`src/rtl/cu_memcpy_multi_channel_control_if.sv`:
```
// Channel-side bus between the memcpy control unit and its per-channel read/write engines.
// master: the control unit (drives engine enables, receives completion pulses).
// slave : the engine side (receives enables, returns single-cycle completion pulses).
//   read_done_pulse / write_done_pulse : per-channel completion pulses
//   chan_read_enable / chan_write_enable : per-channel engine enables
//   prefetch_read_enable / prefetch_write_enable : prefetch stream enables
interface cu_memcpy_multi_channel_control_if #(
    parameter int unsigned NUM_CHANNELS = 4
) ();
    logic [NUM_CHANNELS-1:0] read_done_pulse;
    logic [NUM_CHANNELS-1:0] write_done_pulse;
    logic [NUM_CHANNELS-1:0] chan_read_enable;
    logic [NUM_CHANNELS-1:0] chan_write_enable;
    logic                    prefetch_read_enable;
    logic                    prefetch_write_enable;

    modport master (
        input  read_done_pulse,
        input  write_done_pulse,
        output chan_read_enable,
        output chan_write_enable,
        output prefetch_read_enable,
        output prefetch_write_enable
    );

    modport slave (
        output read_done_pulse,
        output write_done_pulse,
        input  chan_read_enable,
        input  chan_write_enable,
        input  prefetch_read_enable,
        input  prefetch_write_enable
    );
endinterface

```
`src/rtl/cu_memcpy_multi_channel_control.sv`:
```
// Multi-channel memcpy control unit. Sequences NUM_CHANNELS copy channels from one WED job,
// aggregates per-channel completion pulses into saturating job counters, flags job completion
// per mode and derives TLB sizing from the latched mode word.
// Ports:
//   clock, rstn_in (async active-low), enabled_in (low freezes everything)
//   wed_valid, size_send, size_recive : job request and expected cache-line counts
//   cfg_var1/3/4 : config words, zero means "no update"
//   chan_bus (master) : per-channel enables and completion pulses
//   tlb_size, max_tlb_cl_requests : derived sizing, minus one
//   read/write_job_counter_done, cu_return_var1/2, cu_done, cu_status, cu_state : job status
module cu_memcpy_multi_channel_control #(
    parameter int unsigned NUM_CHANNELS        = 4,
    parameter int unsigned COUNT_BITS          = 32,
    parameter int unsigned TLB_SIZE            = 64,
    parameter int unsigned MAX_TLB_CL_REQUESTS = 64
) (
    input  logic                  clock,
    input  logic                  rstn_in,
    input  logic                  enabled_in,
    input  logic                  wed_valid,
    input  logic [COUNT_BITS-1:0] size_send,
    input  logic [COUNT_BITS-1:0] size_recive,
    input  logic [63:0]           cfg_var1,
    input  logic [63:0]           cfg_var3,
    input  logic [63:0]           cfg_var4,
    cu_memcpy_multi_channel_control_if.master chan_bus,
    output logic [63:0]           tlb_size,
    output logic [63:0]           max_tlb_cl_requests,
    output logic [COUNT_BITS-1:0] read_job_counter_done,
    output logic [COUNT_BITS-1:0] write_job_counter_done,
    output logic [63:0]           cu_return_var1,
    output logic [63:0]           cu_return_var2,
    output logic                  cu_done,
    output logic [63:0]           cu_status,
    output logic [1:0]            cu_state
);
    typedef enum logic [1:0] {StIdle = 2'd0, StArmed = 2'd1, StRun = 2'd2, StDone = 2'd3} state_e;

    // Config word bits are numbered MSB-first: bit n of the mode word lives at index 63-n.
    localparam int unsigned IdxRd   = 63 - 23;
    localparam int unsigned IdxWr22 = 63 - 22;
    localparam int unsigned IdxWr21 = 63 - 21;
    localparam int unsigned IdxPfr  = 63 - 30;
    localparam int unsigned IdxPfw  = 63 - 31;
    localparam int unsigned IdxDir  = 63 - 39;

    logic                    rstn_q;
    state_e                  state_q;
    logic [63:0]             cfg1_q, cfg3_q, cfg4_q;
    logic [COUNT_BITS-1:0]   size_send_q, size_recv_q, rd_cnt_q, wr_cnt_q;
    logic [NUM_CHANNELS-1:0] rd_en_q, wr_en_q;
    logic                    pfr_en_q, pfw_en_q, done_q;
    logic [63:0]             ret1_q, ret2_q, tlb_q, max_q;

    logic                    mode_rd, mode_wr, mode_pfr, mode_pfw, mode_dir, rd_only;
    logic [3:0]              mode_sh;
    logic [NUM_CHANNELS-1:0] raw_mask, act_mask, rd_en_d, wr_en_d;
    logic [COUNT_BITS-1:0]   rd_cnt_d, wr_cnt_d;
    logic                    done_cond;

    function automatic logic [COUNT_BITS:0] popcount(input logic [NUM_CHANNELS-1:0] v);
        logic [COUNT_BITS:0] n;
        n = '0;
        for (int i = 0; i < NUM_CHANNELS; i++) n = n + {{COUNT_BITS{1'b0}}, v[i]};
        return n;
    endfunction

    function automatic logic [COUNT_BITS-1:0] sat_add(input logic [COUNT_BITS-1:0] cnt,
                                                       input logic [COUNT_BITS:0]   inc,
                                                       input logic [COUNT_BITS-1:0] lim);
        logic [COUNT_BITS:0] sum;
        sum = {1'b0, cnt} + inc;
        return (sum > {1'b0, lim}) ? lim : sum[COUNT_BITS-1:0];
    endfunction

    always_comb begin
        mode_rd  = cfg1_q[IdxRd];
        mode_wr  = cfg1_q[IdxWr21] | cfg1_q[IdxWr22];
        mode_pfr = cfg1_q[IdxPfr];
        mode_pfw = cfg1_q[IdxPfw];
        mode_dir = cfg1_q[IdxDir];
        mode_sh  = cfg1_q[31:28];                  // bits 32..35, bit 32 is the MSB
        raw_mask = cfg1_q[23 -: NUM_CHANNELS];     // bit 40 is the MSB of the mask
        act_mask = (raw_mask == '0) ? '1 : raw_mask;
        rd_only  = mode_rd & ~mode_wr;
        rd_en_d  = act_mask & {NUM_CHANNELS{mode_rd}};
        wr_en_d  = act_mask & {NUM_CHANNELS{mode_wr}};
        rd_cnt_d = sat_add(rd_cnt_q, popcount(chan_bus.read_done_pulse & act_mask), size_send_q);
        wr_cnt_d = sat_add(wr_cnt_q, popcount(chan_bus.write_done_pulse & act_mask), size_recv_q);
        if (rd_only)                done_cond = (rd_cnt_q == size_send_q);
        else if (mode_wr & ~mode_rd) done_cond = (wr_cnt_q == size_recv_q);
        else                        done_cond = (rd_cnt_q == size_send_q) &&
                                                (wr_cnt_q == size_recv_q);
    end

    // Reset is asserted asynchronously and released on a clock edge.
    always_ff @(posedge clock or negedge rstn_in) begin
        if (!rstn_in) rstn_q <= 1'b0;
        else          rstn_q <= 1'b1;
    end

    always_ff @(posedge clock or negedge rstn_q) begin
        if (!rstn_q) begin
            state_q     <= StIdle;
            cfg1_q      <= '0;
            cfg3_q      <= '0;
            cfg4_q      <= '0;
            size_send_q <= '0;
            size_recv_q <= '0;
            rd_cnt_q    <= '0;
            wr_cnt_q    <= '0;
            rd_en_q     <= '0;
            wr_en_q     <= '0;
            pfr_en_q    <= 1'b0;
            pfw_en_q    <= 1'b0;
            done_q      <= 1'b0;
            ret1_q      <= '0;
            ret2_q      <= '0;
            tlb_q       <= '0;
            max_q       <= '0;
        end else if (enabled_in) begin
            if (cfg_var1 != '0) cfg1_q <= cfg_var1;
            if (cfg_var3 != '0) cfg3_q <= cfg_var3;
            if (cfg_var4 != '0) cfg4_q <= cfg_var4;
            if (cfg1_q != '0) begin
                tlb_q <= mode_dir ? (64'(TLB_SIZE) >> mode_sh) - 64'd1
                                  : (64'(TLB_SIZE) << mode_sh) - 64'd1;
                max_q <= mode_dir ? (64'(MAX_TLB_CL_REQUESTS) >> mode_sh) - 64'd1
                                  : (64'(MAX_TLB_CL_REQUESTS) << mode_sh) - 64'd1;
            end
            ret1_q <= rd_only ? 64'(rd_cnt_q) : 64'(wr_cnt_q);
            ret2_q <= rd_only ? 64'(wr_cnt_q) : 64'(rd_cnt_q);
            unique case (state_q)
                StIdle: begin
                    if (wed_valid && cfg1_q != '0) begin
                        state_q     <= StArmed;
                        size_send_q <= size_send;
                        size_recv_q <= size_recive;
                        pfr_en_q    <= mode_pfr;
                        pfw_en_q    <= mode_pfw;
                    end
                end
                StArmed, StRun: begin
                    if (!wed_valid) begin
                        // Abort: back to idle with everything quiet and no completion.
                        state_q  <= StIdle;
                        rd_cnt_q <= '0;
                        wr_cnt_q <= '0;
                        rd_en_q  <= '0;
                        wr_en_q  <= '0;
                        pfr_en_q <= 1'b0;
                        pfw_en_q <= 1'b0;
                    end else if (state_q == StArmed) begin
                        state_q  <= StRun;
                        rd_cnt_q <= '0;
                        wr_cnt_q <= '0;
                        rd_en_q  <= rd_en_d;
                        wr_en_q  <= wr_en_d;
                        pfr_en_q <= mode_pfr;
                        pfw_en_q <= mode_pfw;
                    end else begin
                        // Pulses in the completing cycle still count; saturation bounds them.
                        rd_cnt_q <= rd_cnt_d;
                        wr_cnt_q <= wr_cnt_d;
                        if (done_cond) begin
                            state_q  <= StDone;
                            done_q   <= 1'b1;
                            rd_en_q  <= '0;
                            wr_en_q  <= '0;
                            pfr_en_q <= 1'b0;
                            pfw_en_q <= 1'b0;
                        end else begin
                            rd_en_q  <= rd_en_d;
                            wr_en_q  <= wr_en_d;
                            pfr_en_q <= mode_pfr;
                            pfw_en_q <= mode_pfw;
                        end
                    end
                end
                StDone: begin
                    if (!wed_valid) begin
                        state_q  <= StIdle;
                        done_q   <= 1'b0;
                        rd_cnt_q <= '0;
                        wr_cnt_q <= '0;
                    end
                end
            endcase
        end
    end

    assign chan_bus.chan_read_enable      = rd_en_q;
    assign chan_bus.chan_write_enable     = wr_en_q;
    assign chan_bus.prefetch_read_enable  = pfr_en_q;
    assign chan_bus.prefetch_write_enable = pfw_en_q;
    assign tlb_size               = tlb_q;
    assign max_tlb_cl_requests    = max_q;
    assign read_job_counter_done  = rd_cnt_q;
    assign write_job_counter_done = wr_cnt_q;
    assign cu_return_var1         = ret1_q;
    assign cu_return_var2         = ret2_q;
    assign cu_done                = done_q;
    assign cu_status              = {(cfg1_q != '0) && (cfg3_q != '0) && (cfg4_q != '0), 63'd0};
    assign cu_state               = state_q;
endmodule
```
`src/flat_wrapper.sv`:
```
// flat-port wrapper written by rule: the top's interface ports become plain ports
module cu_memcpy_multi_channel_control_flat 
#(
    parameter int unsigned NUM_CHANNELS        = 4,
    parameter int unsigned COUNT_BITS          = 32,
    parameter int unsigned TLB_SIZE            = 64,
    parameter int unsigned MAX_TLB_CL_REQUESTS = 64
)
  (clock, rstn_in, enabled_in, wed_valid, size_send, size_recive, cfg_var1, cfg_var3, cfg_var4, tlb_size, max_tlb_cl_requests, read_job_counter_done, write_job_counter_done, cu_return_var1, cu_return_var2, cu_done, cu_status, cu_state, chan_bus_read_done_pulse, chan_bus_write_done_pulse, chan_bus_chan_read_enable, chan_bus_chan_write_enable, chan_bus_prefetch_read_enable, chan_bus_prefetch_write_enable);
  cu_memcpy_multi_channel_control_if #(.NUM_CHANNELS(NUM_CHANNELS)) chan_bus_i ();
  input  logic clock;
  input  logic rstn_in;
  input  logic enabled_in;
  input  logic wed_valid;
  input  logic [COUNT_BITS-1:0] size_send;
  input  logic [COUNT_BITS-1:0] size_recive;
  input  logic [63:0] cfg_var1;
  input  logic [63:0] cfg_var3;
  input  logic [63:0] cfg_var4;
  output logic [63:0] tlb_size;
  output logic [63:0] max_tlb_cl_requests;
  output logic [COUNT_BITS-1:0] read_job_counter_done;
  output logic [COUNT_BITS-1:0] write_job_counter_done;
  output logic [63:0] cu_return_var1;
  output logic [63:0] cu_return_var2;
  output logic cu_done;
  output logic [63:0] cu_status;
  output logic [1:0] cu_state;
  input wire logic [$bits(chan_bus_i.read_done_pulse)-1:0] chan_bus_read_done_pulse;
  input wire logic [$bits(chan_bus_i.write_done_pulse)-1:0] chan_bus_write_done_pulse;
  output wire logic [$bits(chan_bus_i.chan_read_enable)-1:0] chan_bus_chan_read_enable;
  output wire logic [$bits(chan_bus_i.chan_write_enable)-1:0] chan_bus_chan_write_enable;
  output wire logic [$bits(chan_bus_i.prefetch_read_enable)-1:0] chan_bus_prefetch_read_enable;
  output wire logic [$bits(chan_bus_i.prefetch_write_enable)-1:0] chan_bus_prefetch_write_enable;
  assign chan_bus_i.read_done_pulse = chan_bus_read_done_pulse;
  assign chan_bus_i.write_done_pulse = chan_bus_write_done_pulse;
  assign chan_bus_chan_read_enable = chan_bus_i.chan_read_enable;
  assign chan_bus_chan_write_enable = chan_bus_i.chan_write_enable;
  assign chan_bus_prefetch_read_enable = chan_bus_i.prefetch_read_enable;
  assign chan_bus_prefetch_write_enable = chan_bus_i.prefetch_write_enable;
  cu_memcpy_multi_channel_control #(.NUM_CHANNELS(NUM_CHANNELS), .COUNT_BITS(COUNT_BITS), .TLB_SIZE(TLB_SIZE), .MAX_TLB_CL_REQUESTS(MAX_TLB_CL_REQUESTS)) u_core (.clock(clock), .rstn_in(rstn_in), .enabled_in(enabled_in), .wed_valid(wed_valid), .size_send(size_send), .size_recive(size_recive), .cfg_var1(cfg_var1), .cfg_var3(cfg_var3), .cfg_var4(cfg_var4), .chan_bus(chan_bus_i), .tlb_size(tlb_size), .max_tlb_cl_requests(max_tlb_cl_requests), .read_job_counter_done(read_job_counter_done), .write_job_counter_done(write_job_counter_done), .cu_return_var1(cu_return_var1), .cu_return_var2(cu_return_var2), .cu_done(cu_done), .cu_status(cu_status), .cu_state(cu_state));
endmodule
```
`config.mk`:
```
export PLATFORM = sky130hd
export DESIGN_NAME = cu_memcpy_multi_channel_control_flat
export DESIGN_NICKNAME = d
export VERILOG_FILES = /design/src/rtl/cu_memcpy_multi_channel_control_if.sv /design/src/rtl/cu_memcpy_multi_channel_control.sv /design/src/flat_wrapper.sv
export SDC_FILE = /design/constraint.sdc
export NUM_CORES = 1
export LEC_CHECK = 0
export ABC_CLOCK_PERIOD_IN_PS = 17180
export CAP_MARGIN = 0
export CELL_PAD_IN_SITES_DETAIL_PLACEMENT = 0
export CELL_PAD_IN_SITES_GLOBAL_PLACEMENT = 1
export CORE_MARGIN = 1
export CORE_UTILIZATION = 37
export CTS_CLUSTER_DIAMETER = 30
export CTS_CLUSTER_SIZE = 8
export DETAILED_ROUTE_END_ITERATION = 7
export GPL_ROUTABILITY_DRIVEN = 0
export GPL_TIMING_DRIVEN = 0
export PLACE_DENSITY_LB_ADDON = 0.1
export SETUP_SLACK_MARGIN = 0.5
export SLEW_MARGIN = 20
export SYNTH_ARGS = -nofsm -noshare
export SYNTH_HDL_FRONTEND = slang
export SYNTH_SLANG_ARGS = --single-unit
```
`constraint.sdc`:
```
create_clock -name clock -period 17.18 [get_ports clock]
set_input_delay 3.436 -clock clock [delete_from_list [all_inputs] [get_ports clock]]
set_output_delay 3.436 -clock clock [all_outputs]
set_load 0.02 [all_outputs]
```
==> results.md <==
Run status:
- The flow ran to the end, and the final reports show no timing, DRC or antenna violations.

CTS:
- The clock reaches the later pin of the worst-skew pair after 660 ps.
- The clock tree root buffer cell is sky130_fd_sc_hd__clkbuf_16.
- The number of CTS-inserted buffers is 114.
- The CTS H-tree depth is 3.
- The number of buffers inserted to repair setup after CTS is 0.
- For this design, the CTS-stage hold fixing added 0 buffers.
- The tree built by TritonCTS fans out to 441 sinks.
- The post-CTS resize count is 0.
- TritonCTS built the clock tree.
- The number of buffers between clock root and the deepest sink is 3.
- Clock-pin slew was measured on the worst setup and hold paths at 40 ps.

STA:
- The worst hold margin is 259 ps.
- The final clock skew is 24.8 ps.
- For the pin with the worst max-slew slack, the measured transition is 1130 ps.
- The count of final hold-check violations is 0.
- Setup violations remaining at the end of the flow were counted as 0.
- The number of max-slew violations in the final report is 0.
- The top achievable clock speed is 106 MHz.
- The worst path meets setup with 7780 ps of slack.
- After layout, the worst path uses 54.7% of the clock period.
- The worst path needs 9400 ps of the cycle, external delays included.
- The worst pin sits at a relative slew slack of 24.9%.
- Setup repair after global routing left no endpoint under its margin.

Global routing:
- The first global-routing pass estimated 138000 um of wire.
- The total routing resource utilization after global routing is 27.5%.
- The via count of the first global-routing pass was 22.0k.
- The number of antenna violations at the first check in global routing was 13.
- The maximum number of pins on one net before global-route repair is 61.
- Global routing finished with a remaining overflow of 0.

Logic synthesis:
- In the synthesized netlist, the number of instances is 2433.
- The synthesized design contains 441 register bits.
- The count of warnings emitted by yosys is 0.
- Averaged over all synthesized cells, the footprint is 10.1 um2.
- The most used flip-flop cell after synthesis is sky130_fd_sc_hd__dfrtp_1.
- The fraction of synthesis flops using an asynchronous set or reset pin is 100%.
- Of the synthesized area, sequential elements account for 45.0%.
- The count of flip-flops with a built-in enable after synthesis is 0.
- The post-synthesis instance area is 24500 um2.
- Synthesis instantiated 69 different standard cells from the library.

Finish:
- The area growth from synthesis to layout is 46.6%.
- The post-route netlist has 20.9% of its cells at a drive strength greater than 1.
- The top cell types in the final layout, fill and taps aside, are sky130_fd_sc_hd__clkdlybuf4s50_1, sky130_fd_sc_hd__dfrtp_1, sky130_fd_sc_hd__buf_4, sky130_fd_sc_hd__nand2_1, sky130_fd_sc_hd__mux2_2.
- The final layout net count is 3574.
- Summing all non-filler instances in the final layout gives an area of 35900 um2.
- The filler cell count in the final layout is 5728.
- Leaving out fill and tap cells, the most frequent cell in the layout is sky130_fd_sc_hd__clkdlybuf4s50_1.

Worst setup path:
- The largest individual stage delay along the critical path comes from the cell sky130_fd_sc_hd__nor4_2.
- Of all nets on the critical path, the largest fanout is 10.
- At the worst endpoint, the required time is 17690 ps.
- The critical path runs through a total of 23 cells.
- For the worst setup path, the data arrival time is 9910 ps.
- The worst setup path is launched from an input pin.
- The largest single stage delay on the critical path is 790 ps.
- Among the stages of the critical path, the cell type that occurs most often is sky130_fd_sc_hd__ha_1.
- The critical path endpoint category is a flip-flop.
- The gate family responsible for the most delay along the worst path is simple AND/OR/NAND/NOR gates.
- The critical path is of the input pin to flip-flop type.
- The total buffers and inverters traversed by the critical path is 4.
- The most critical setup path has its startpoint at chan_bus_write_done_pulse[0].
- The worst reg-to-reg path cell count is 24.
- The worst register-to-register path ends at u_core.write_job_counter_done[23].
- The critical path goes through clkdlybuf4s50_1, and2_1, ha_1, inv_1, fa_1, inv_1, ha_1, fa_1, a21o_1, and3_1, nand4_1, nor4_2, nand3_1, xnor2_1, ha_1, nand4_1, or4_4, nor4_1, o21ai_1, a21oi_2, buf_4, nand3_1, o311ai_0.
- The end point of the critical path is u_core.write_job_counter_done[23].
- The worst register-to-register path begins at u_core.cfg1_q[21].
- The worst register-to-register path has a setup slack of 9760 ps.

Die:
- In this run the core area contains 93 standard-cell rows.
- The width of the chip is 259 um.
- The number of top-level pins is 665.
- The initial core utilization is 37.7%.
- The die covers 67300 um2.
- In this run the vertical extent of the chip is 259 um.
- The area of the core is 64900 um2.

Min path:
- The min-delay analysis places its worst path in the category flip-flop to asynchronous set/reset pin.

Detailed routing:
- In the final routed layout, each cell accounts on average for 22.3 um.
- The detailed router placed 21.4k vias in this run.
- The final layout contains routed wiring with a total length of 93300 um.
- The first routing iteration left 1342 violations.
- The post-detailed-route DRC marker count is 0.
- In this run the remaining antenna-violating nets after routing total 0.
- In the routed layout, each cell is associated on average with a via count of 5.11.
- The detailed-router iteration count before antenna repair is 7.

Power and ir drop:
- IR analysis of the VDD net gives a maximum drop of 0.0000871 V.
- Dividing total power by cell area gives a power density of 134 nW/um2.
- The analysis attributes to cell leakage a power of 15.7 nW.

Placement:
- Input and output buffers added on the ports amount to 537.
- The wire-length estimate of the detail-placed layout is 73800 um.
- Prior to clock tree synthesis, the placed netlist has a worst setup slack of 7180 ps.
- After detailed placement, the total cell area comes to 31700 um2.

Job:
- The max-capacitance violation count is 0.
[worst register-to-register path, delay by kind of cell (launching register included)]
family,cells,cell delay [ps]
DFF,1,380
and+or+nand+nor,11,3950
AOI/OAI and AO/OA,4,910
adders and majority gates,5,1380
xor gates and xnor gates,1,200
buffers and inverters,3,450
[layout make-up]
| type | count | area (um2) | share of cell area [%] |
|---|---|---|---|
| inverters | 97 | 364 | 1.01 |
| plain buffers | 366 | 2240 | 6.22 |
| multi-input cells | 1655 | 11400 | 31.7 |
| clock buffers | 141 | 3170 | 8.81 |
| well taps | 855 | 1070 | 2.98 |
| clock inverters | 70 | 1030 | 2.86 |
| flip-flops and latches | 441 | 11000 | 30.7 |
| diodes | 7 | 17.5 | 0.0488 |
| repair buffers | 548 | 5620 | 15.6 |
[where the power goes]
| group | leakage, nW | total (mW) | internal [mW] | switching (mW) |
|---|---|---|---|---|
| clock network | 2.03 | 2.29 | 1.61 | 0.680 |
| logic | 8.23 | 1.15 | 0.497 | 0.655 |
| registers | 5.42 | 1.36 | 1.21 | 0.157 |
[synth_stat cells, types with 6 or more instances]
cell type	count	share of area [%]
sky130_fd_sc_hd__ha_1	79	4.0
sky130_fd_sc_hd__or2_2	9	0.23
sky130_fd_sc_hd__a22o_1	11	0.39
sky130_fd_sc_hd__o21ai_0	129	2.6
sky130_fd_sc_hd__dfrtp_1	441	45
sky130_fd_sc_hd__nand2b_1	6	0.15
sky130_fd_sc_hd__and4_1	9	0.32
sky130_fd_sc_hd__buf_2	28	0.57
sky130_fd_sc_hd__xnor2_1	75	2.7
sky130_fd_sc_hd__o311ai_0	6	0.21
sky130_fd_sc_hd__o22ai_1	14	0.36
sky130_fd_sc_hd__clkbuf_1	104	1.6
sky130_fd_sc_hd__nor2_1	113	1.7
sky130_fd_sc_hd__nand2_1	208	3.2
sky130_fd_sc_hd__buf_4	217	6.6
sky130_fd_sc_hd__o211ai_1	9	0.28
sky130_fd_sc_hd__a21o_1	33	1.0
sky130_fd_sc_hd__nand4_1	65	1.7
sky130_fd_sc_hd__o21ai_1	13	0.27
sky130_fd_sc_hd__mux2i_1	95	3.9
sky130_fd_sc_hd__mux2_2	198	9.1
sky130_fd_sc_hd__nor3_1	26	0.53
sky130_fd_sc_hd__xor2_1	51	1.8
sky130_fd_sc_hd__a31oi_1	6	0.15
sky130_fd_sc_hd__inv_1	97	1.5
sky130_fd_sc_hd__nand3_1	41	0.84
sky130_fd_sc_hd__and3_1	11	0.28
sky130_fd_sc_hd__o31ai_1	8	0.25
sky130_fd_sc_hd__a21oi_1	116	2.4
sky130_fd_sc_hd__buf_1	12	0.18
sky130_fd_sc_hd__and2_1	11	0.28
sky130_fd_sc_hd__nor4_1	116	3.0
[cell families after synthesis]
| family | count (synthesis) | share of synthesized area (%) |
|---|---|---|
| flip-flops | 441 | 45.0 |
| multiplexers | 293 | 13.0 |
| other | 2 | 0.0306 |
| AND/OR/NAND/NOR | 632 | 12.7 |
| buffers and inverters | 463 | 10.6 |
| AO/OA/AOI/OAI | 393 | 9.79 |
| XOR/XNOR | 126 | 4.50 |
| adder cells (fa/ha/maj) | 83 | 4.36 |
[registers in the layout, summed over array words and instances (netlist names)]
| name | cells |
|---|---|
| u_core.chan_bus.chan_read_enable | 4 |
| u_core.size_send_q | 32 |
| u_core.size_recv_q | 32 |
| u_core.tlb_size | 43 |
| u_core.cfg3_q | 64 |
| u_core.cfg1_q | 64 |
| u_core.cu_state | 2 |
| u_core.chan_bus.prefetch_write_enable | 1 |
| u_core.cu_return_var1 | 32 |
| u_core.cu_done | 1 |
| u_core.chan_bus.prefetch_read_enable | 1 |
| u_core.read_job_counter_done | 32 |
| u_core.cfg4_q | 64 |
| u_core.write_job_counter_done | 32 |
| u_core.cu_return_var2 | 32 |
| u_core.chan_bus.chan_write_enable | 4 |
| u_core.rstn_q | 1 |
[metal layers]
layer | share of wire [%] | up-vias | GRT usage (%) | wire [um]
met4 | 4.3 | 12 | 11.9 | 3980
li1 | - | 9886 | - | -
met3 | 7.6 | 201 | 7.57 | 7120
met5 | 0.084 | - | 0 | 78
met1 | 39 | 10400 | 32.6 | 36700
met2 | 49 | 888 | 46.5 | 45400
[how the worst min path moves through the flow]
stage                                  from                          endpoint  slack (ps)  depth (start not counted)
after floorplan           u_core.cfg1_q[36]                 u_core.cfg1_q[36]         470                          1
after global placement    u_core.cfg1_q[25]                 u_core.cfg1_q[25]         480                          1
after detailed placement      u_core.rstn_q  u_core.read_job_counter_done[10]         260                          0
after CTS                     u_core.rstn_q  u_core.read_job_counter_done[10]         260                          0
after global routing          u_core.rstn_q  u_core.read_job_counter_done[10]         280                          0
final                         u_core.rstn_q  u_core.read_job_counter_done[10]         260                          0
[through the flow]
stage | std cells | setup TNS, ps | power, mW | utilization, %
CTS | 4173 | 0 | 4.83 | 55.3
global route | 4176 | 0 | 5.01 | 55.3
detailed placement | 3962 | 0 | 2.51 | 48.8
floorplan | 2559 | 0 | 2.00 | -
finish | 4180 | 0 | 4.81 | 55.3
global placement | 3951 | -517640 | 2.49 | 48.4
No activity file was read; power rests on OpenSTA's default activity.
